===== config.mk =====
export PLATFORM = sky130hd
export DESIGN_NAME = w5300_conf_seq
export DESIGN_NICKNAME = d
export VERILOG_FILES = /design/src/rtl/w5300_conf_seq.sv
export SDC_FILE = /design/constraint.sdc
export NUM_CORES = 1
export LEC_CHECK = 0
export CAP_MARGIN = 10
export CORE_MARGIN = 4
export CORE_UTILIZATION = 40
export CTS_BUF_LIST = sky130_fd_sc_hd__clkbuf_16
export DETAILED_ROUTE_END_ITERATION = 8
export HOLD_SLACK_MARGIN = 0.15
export SETUP_SLACK_MARGIN = 0.5
export SLEW_MARGIN = 20
export SYNTH_ARGS = -nofsm -noshare
export SYNTH_HDL_FRONTEND = slang
export SYNTH_SLANG_ARGS = --single-unit

===== constraint.sdc =====
create_clock -name clk -period 5.4 [get_ports clk]
set_input_delay 1.08 -clock clk [delete_from_list [all_inputs] [get_ports clk]]
set_output_delay 1.08 -clock clk [all_outputs]
set_load 0.05 [all_outputs]

===== src/rtl/w5300_conf_seq.sv =====
// W5300 bring-up sequencer: soft reset, MR poll, then network and buffer configuration over a req/rsp bus.
// Define W5300_CONF_READBACK_EN to verify every configuration write (steps 3-22) with a readback.
module w5300_conf_seq #(
  parameter logic [47:0] MAC_ADDR = 48'h0008dc010203,
  parameter logic [31:0] GW_ADDR  = 32'hc0a86f01,
  parameter logic [31:0] SUB_MASK = 32'hffffff00,
  parameter logic [31:0] IP_ADDR  = 32'hc0a86f0f,
  parameter logic [15:0] RTR_VAL  = 16'h0fa0,
  parameter int          SOCK_NUM = 1,
  parameter int          TX_KB    = 8,
  parameter int          RX_KB    = 8,
  parameter int          POLL_MAX = 1000
) (
  input  logic        clk,
  input  logic        rst,
  input  logic        start,
  output logic        busy,
  output logic        done,
  output logic        err,
  output logic [5:0]  err_step,
  output logic        req_valid,
  input  logic        req_ready,
  output logic        req_rd,
  output logic [9:0]  req_addr,
  output logic [15:0] req_wdata,
  input  logic        rsp_valid,
  input  logic [15:0] rsp_rdata
);

  generate
    if (SOCK_NUM < 1 || SOCK_NUM > 8) begin : g_bad_sock
      $error("w5300_conf_seq: SOCK_NUM must be 1..8");
    end
    if (SOCK_NUM * TX_KB > 64 || SOCK_NUM * RX_KB > 64) begin : g_bad_mem
      $error("w5300_conf_seq: socket buffers exceed 64 kB");
    end
  endgenerate

`ifdef W5300_CONF_READBACK_EN
  localparam bit RB_EN = 1'b1;
`else
  localparam bit RB_EN = 1'b0;
`endif

  localparam int PW = ($clog2(POLL_MAX + 1) > 10) ? $clog2(POLL_MAX + 1) : 10;
  localparam logic [PW-1:0] POLL_LAST = PW'(POLL_MAX - 1);
  localparam logic [4:0]    POLL_STEP = 5'd1;
  localparam logic [4:0]    LAST_STEP = 5'd22;
  localparam logic [15:0]   IMR_VAL   = 16'hd000 | 16'((1 << SOCK_NUM) - 1);

  typedef enum logic [2:0] {S_IDLE, S_ISSUE, S_WAIT_RD, S_CHECK, S_NEXT, S_DONE, S_ERR} state_t;

  state_t        state_q, state_d;
  logic [4:0]    step_q, step_d;
  logic [PW-1:0] poll_q, poll_d;
  logic          rb_q, rb_d;
  logic [15:0]   rdata_q, rdata_d;
  logic [5:0]    err_step_q, err_step_d;
  logic          rd_now;

  function automatic logic [7:0] sock_kb(input int idx, input int n_kb);
    return (idx < SOCK_NUM) ? 8'(n_kb) : 8'h00;
  endfunction

  function automatic logic [9:0] step_addr(input logic [4:0] s);
    logic [9:0] a;
    a = 10'h000;
    if (s == 5'd3)                     a = 10'h004;
    else if (s >= 5'd4 && s <= 5'd6)   a = 10'h008 + 10'(2 * (int'(s) - 4));
    else if (s >= 5'd7 && s <= 5'd13)  a = 10'h010 + 10'(2 * (int'(s) - 7));
    else if (s >= 5'd14 && s <= 5'd21) a = 10'h020 + 10'(2 * (int'(s) - 14));
    else if (s == 5'd22)               a = 10'h030;
    return a;
  endfunction

  // Multi-word values go out most significant half first (big-endian register layout).
  function automatic logic [15:0] step_data(input logic [4:0] s);
    int pt;
    int pr;
    logic [15:0] d;
    pt = 2 * (int'(s) - 14);
    pr = 2 * (int'(s) - 18);
    d  = 16'h0000;
    case (s)
      5'd0:  d = 16'h0080;
      5'd2:  d = 16'hb800;
      5'd3:  d = IMR_VAL;
      5'd4:  d = MAC_ADDR[47:32];
      5'd5:  d = MAC_ADDR[31:16];
      5'd6:  d = MAC_ADDR[15:0];
      5'd7:  d = GW_ADDR[31:16];
      5'd8:  d = GW_ADDR[15:0];
      5'd9:  d = SUB_MASK[31:16];
      5'd10: d = SUB_MASK[15:0];
      5'd11: d = IP_ADDR[31:16];
      5'd12: d = IP_ADDR[15:0];
      5'd13: d = RTR_VAL;
      5'd14, 5'd15, 5'd16, 5'd17: d = {sock_kb(pt, TX_KB), sock_kb(pt + 1, TX_KB)};
      5'd18, 5'd19, 5'd20, 5'd21: d = {sock_kb(pr, RX_KB), sock_kb(pr + 1, RX_KB)};
      5'd22: d = 16'h00ff;
      default: d = 16'h0000;
    endcase
    return d;
  endfunction

  assign rd_now = (step_q == POLL_STEP) || rb_q;

  always_ff @(posedge clk or posedge rst) begin
    if (rst) begin
      state_q    <= S_IDLE;
      step_q     <= 5'd0;
      poll_q     <= '0;
      rb_q       <= 1'b0;
      rdata_q    <= 16'h0000;
      err_step_q <= 6'd0;
    end else begin
      state_q    <= state_d;
      step_q     <= step_d;
      poll_q     <= poll_d;
      rb_q       <= rb_d;
      rdata_q    <= rdata_d;
      err_step_q <= err_step_d;
    end
  end

  always_comb begin
    state_d    = state_q;
    step_d     = step_q;
    poll_d     = poll_q;
    rb_d       = rb_q;
    rdata_d    = rdata_q;
    err_step_d = err_step_q;
    case (state_q)
      S_IDLE, S_DONE, S_ERR: begin
        if (start) begin
          state_d    = S_ISSUE;
          step_d     = 5'd0;
          poll_d     = '0;
          rb_d       = 1'b0;
          err_step_d = 6'd0;
        end
      end
      S_ISSUE: begin
        if (req_ready) state_d = rd_now ? S_WAIT_RD : S_NEXT;
      end
      S_WAIT_RD: begin
        if (rsp_valid) begin
          rdata_d = rsp_rdata;
          state_d = S_CHECK;
        end
      end
      S_CHECK: begin
        if (step_q == POLL_STEP) begin
          // MR[7] self-clears when the chip's soft reset has finished.
          if (!rdata_q[7]) begin
            state_d = S_NEXT;
          end else if (poll_q == POLL_LAST) begin
            state_d    = S_ERR;
            err_step_d = {1'b0, step_q};
          end else begin
            poll_d  = poll_q + PW'(1);
            state_d = S_ISSUE;
          end
        end else if (rdata_q != step_data(step_q)) begin
          state_d    = S_ERR;
          err_step_d = {1'b0, step_q};
        end else begin
          state_d = S_NEXT;
        end
      end
      S_NEXT: begin
        if (RB_EN && step_q >= 5'd3 && !rb_q) begin
          rb_d    = 1'b1;
          state_d = S_ISSUE;
        end else begin
          rb_d = 1'b0;
          if (step_q == LAST_STEP) begin
            state_d = S_DONE;
          end else begin
            step_d  = step_q + 5'd1;
            state_d = S_ISSUE;
          end
        end
      end
      default: state_d = S_IDLE;
    endcase
  end

  always_comb begin
    req_valid = (state_q == S_ISSUE);
    req_rd    = 1'b0;
    req_addr  = 10'h000;
    req_wdata = 16'h0000;
    if (state_q == S_ISSUE) begin
      req_rd    = rd_now;
      req_addr  = step_addr(step_q);
      req_wdata = rd_now ? 16'h0000 : step_data(step_q);
    end
    busy     = !(state_q == S_IDLE || state_q == S_DONE || state_q == S_ERR);
    done     = (state_q == S_DONE);
    err      = (state_q == S_ERR);
    err_step = err_step_q;
  end

endmodule


==> flow_summary.json <==
{
  "grt_pass1_vias": 3205,
  "antenna_found_initial": 0,
  "r2r-end": "state_q[1]$_DFFE_PP0P_",
  "rsz0062_at_grt": "false",
  "clockBufferDepth": 2,
  "period_share": 0.869,
  "status": "complete, no violations",
  "ys_ff_latch": 39,
  "synthTopCellsByArea": "dfrtp_1, ha_1, mux2_2",
  "core_sq_mm": 0.00826,
  "fin_nets": 486,
  "path_class": "flop to output port",
  "grt_overflow_total": 0,
  "synth_cell_types": 64,
  "tns_ns": 0,
  "slew_headroom": 0.492,
  "switchingPower_mw": 1.19,
  "irDropWorstVdd_mv": 0.427,
  "final_max_slew_viol_count": 0,
  "num_antenna_cells": 0,
  "multiInputGateArea_sq_mm": 0.00223,
  "cts-root-buf": "clkbuf_16",
  "drt_drc_violations_left": 0,
  "skew_ns": 0.00399,
  "fillerInstances": 804,
  "crit_required_ns": 4.32,
  "gp_congestion": 0.918,
  "cp-end-kind": "output port",
  "yosys_warnings": 0,
  "grt_max_degree": 40,
  "syn_inst": 413,
  "dp_hpwl_mm": 6.95,
  "yosysTopAreaCellShare": 0.287,
  "vias": 3221,
  "ant_nets": 0,
  "routed_via_density": 5.84,
  "synth-edff-count": 0,
  "clock_latency_ns": 0.28,
  "syn2layout_area_growth_pct": 21.0,
  "synthFlopType": "dfrtp_1",
  "syn-cell-area_sq_mm": 0.00341,
  "yosysTopAreaCell": "dfrtp_1",
  "seq_area_sq_um": 976,
  "wl_per_cell_um": 17.1,
  "hold_class": "flop to flop",
  "hold_viol": 0,
  "numCtsBuffers": 5,
  "io_pins": 58,
  "max_cap_viol_count": 0,
  "tightest_slew_ns": 0.762,
  "num_rows": 33,
  "r2r_start": "step_q[2]$_DFFE_PP0P_",
  "pwr-share-seq": 0.237,
  "min_from": "err_step[1]$_DFFE_PP0P_",
  "min_to": "err_step[1]$_DFFE_PP0P_",
  "p_leak_nw": 1.68,
  "synth-seq-area-share": 0.287,
  "crit_fanout": 12,
  "wl_mm": 9.43,
  "fmax_mhz": 213,
  "drt-initial-drc-count": 172,
  "rrSetupSlack_ns": 1.79,
  "reg2regPathDepth": 9,
  "dieArea_sq_mm": 0.0101,
  "whs_path_depth": 1,
  "critPathLaunchType": "flop",
  "cts_tree": "built",
  "comb_power_share": 0.640,
  "cts.sinks": 39,
  "cts_max_level": 2,
  "synthArstFlopShare": 1.00,
  "numPlacedInstances": 544,
  "drive_gt1_frac": 0.0962,
  "fp.dieW_um": 100,
  "crit_arrival_ns": 3.61,
  "grt_pass1_wl_mm": 15.8,
  "stdcell_count": 552,
  "start_util": 0.412,
  "min_period_ns": 4.69,
  "fp.dieH_um": 100,
  "synth.most_common_cell": "dfrtp_1",
  "port_buffers": 55,
  "synth.avg_cell_area_sq_um": 8.25,
  "setup_viol": 0,
  "synthTopCellsByCount": "dfrtp_1, nor2_1, nand2_1",
  "clockPowerShare": 0.123,
  "power_density_mw_per_mm2": 567,
  "dr.pass1.iters": 5,
  "clk_pin_slew_ns": 0.06,
  "p_sw_frac": 0.509,
  "p_int_mw": 1.15,
  "groute.usage.overall": 0.191
}
## critical path: stages (launching register included)
cell and delay, ns:
dfrtp_1 0.68, inv_1 0.26, ha_1 0.44, nand3b_1 0.40, nand2_1 0.37, nor2_1 0.31, clkdlybuf4s50_1 0.86
## power by group through the flow
| stage | Combinational [mW] | Clock (mW) | Sequential (mW) |
|---|---|---|---|
| 3_5_place_dp | 1.48 | 0 | 0.555 |
| 2_1_floorplan | 1.16 | 0 | 0.510 |
| 6_report | 1.49 | 0.287 | 0.554 |
| 4_1_cts | 1.49 | 0.299 | 0.551 |
| 5_1_grt | 1.63 | 0.313 | 0.574 |
| 3_3_place_gp | 1.48 | 0 | 0.549 |
## area by class of cell
class	count	area share
clock buffer	5	0.0304
clock inverter	3	0.00395
inverter	16	0.0146
multi-input combinational	326	0.541
sequential	39	0.237
tap	105	0.0319
timing repair buffer	58	0.141
## cells in the final DEF (no fill, tap or decap), types with 5 or more instances in the layout
cell type / count
ha_1: 16
clkbuf_16: 5
clkdlybuf4s50_1: 52
and3_1: 6
nand3b_1: 6
nor3_1: 13
mux2_2: 17
a31oi_1: 9
nand2b_1: 7
and2_1: 9
nor2_1: 37
nand2_1: 36
nand3_1: 11
nor2b_1: 7
a32o_1: 6
inv_1: 17
a21oi_1: 24
o21ai_0: 26
o22ai_1: 5
xor2_1: 11
dfrtp_1: 39
xnor2_1: 7
## metal layers
layer	wire, um	track usage
met2	4510	0.303
met3	497	0.0264
met1	4260	0.270
met5	0	0
met4	161	0.0528
## worst max-delay path by stage
stage,cells after the start,end,slack (ns),start
floorplan,10,req_addr[8],0.94,step_q[1]$_DFFE_PP0P_
global placement,8,req_addr[7],0.94,step_q[0]$_DFFE_PP0P_
detailed placement,9,req_addr[9],0.81,step_q[1]$_DFFE_PP0P_
CTS,9,req_addr[9],0.66,step_q[1]$_DFFE_PP0P_
global route,6,req_wdata[4],0.51,step_q[2]$_DFFE_PP0P_
finish,6,req_wdata[4],0.71,step_q[2]$_DFFE_PP0P_
## per-stage QoR
| stage | setup slack [ns] | util | cell area, sq um | power (mW) | hold slack (ns) |
|---|---|---|---|---|---|
| 2_1_floorplan | 0.943 | - | 3410 | 1.67 | 0.475 |
| 3_3_place_gp | 0.937 | 0.479 | 3960 | 2.02 | 0.485 |
| 3_5_place_dp | 0.807 | 0.479 | 3960 | 2.03 | 0.489 |
| 4_1_cts | 0.659 | 0.497 | 4110 | 2.34 | 0.502 |
| 5_1_grt | 0.508 | 0.499 | 4120 | 2.52 | 0.510 |
| 6_report | 0.709 | 0.499 | 4120 | 2.33 | 0.497 |
## cell families (layout without fill, tap and decap cells)
group | count (synthesis) | in the layout | share of synthesized area
simple gates | 157 | 157 | 0.240
compound gates | 111 | 111 | 0.231
buf+inv | 49 | 82 | 0.0636
flops | 39 | 39 | 0.287
fa+ha+maj | 19 | 19 | 0.0698
mux | 19 | 19 | 0.0621
xor+xnor | 18 | 18 | 0.0463
other cells | 1 | 2 | 0.00110
## state kept, by name, summed over array words and instances, names as in the netlist
signal / flops
err_step: 5
poll_q: 10
rdata_q: 16
state_q: 3
step_q: 5
## what timing repair did
action,4_1_cts,5_1_grt
resized for setup,1,6
buffers inserted,0,0
setup endpoints to repair,3,7
hold buffers,0,0
(Power assumes the default switching activity.)
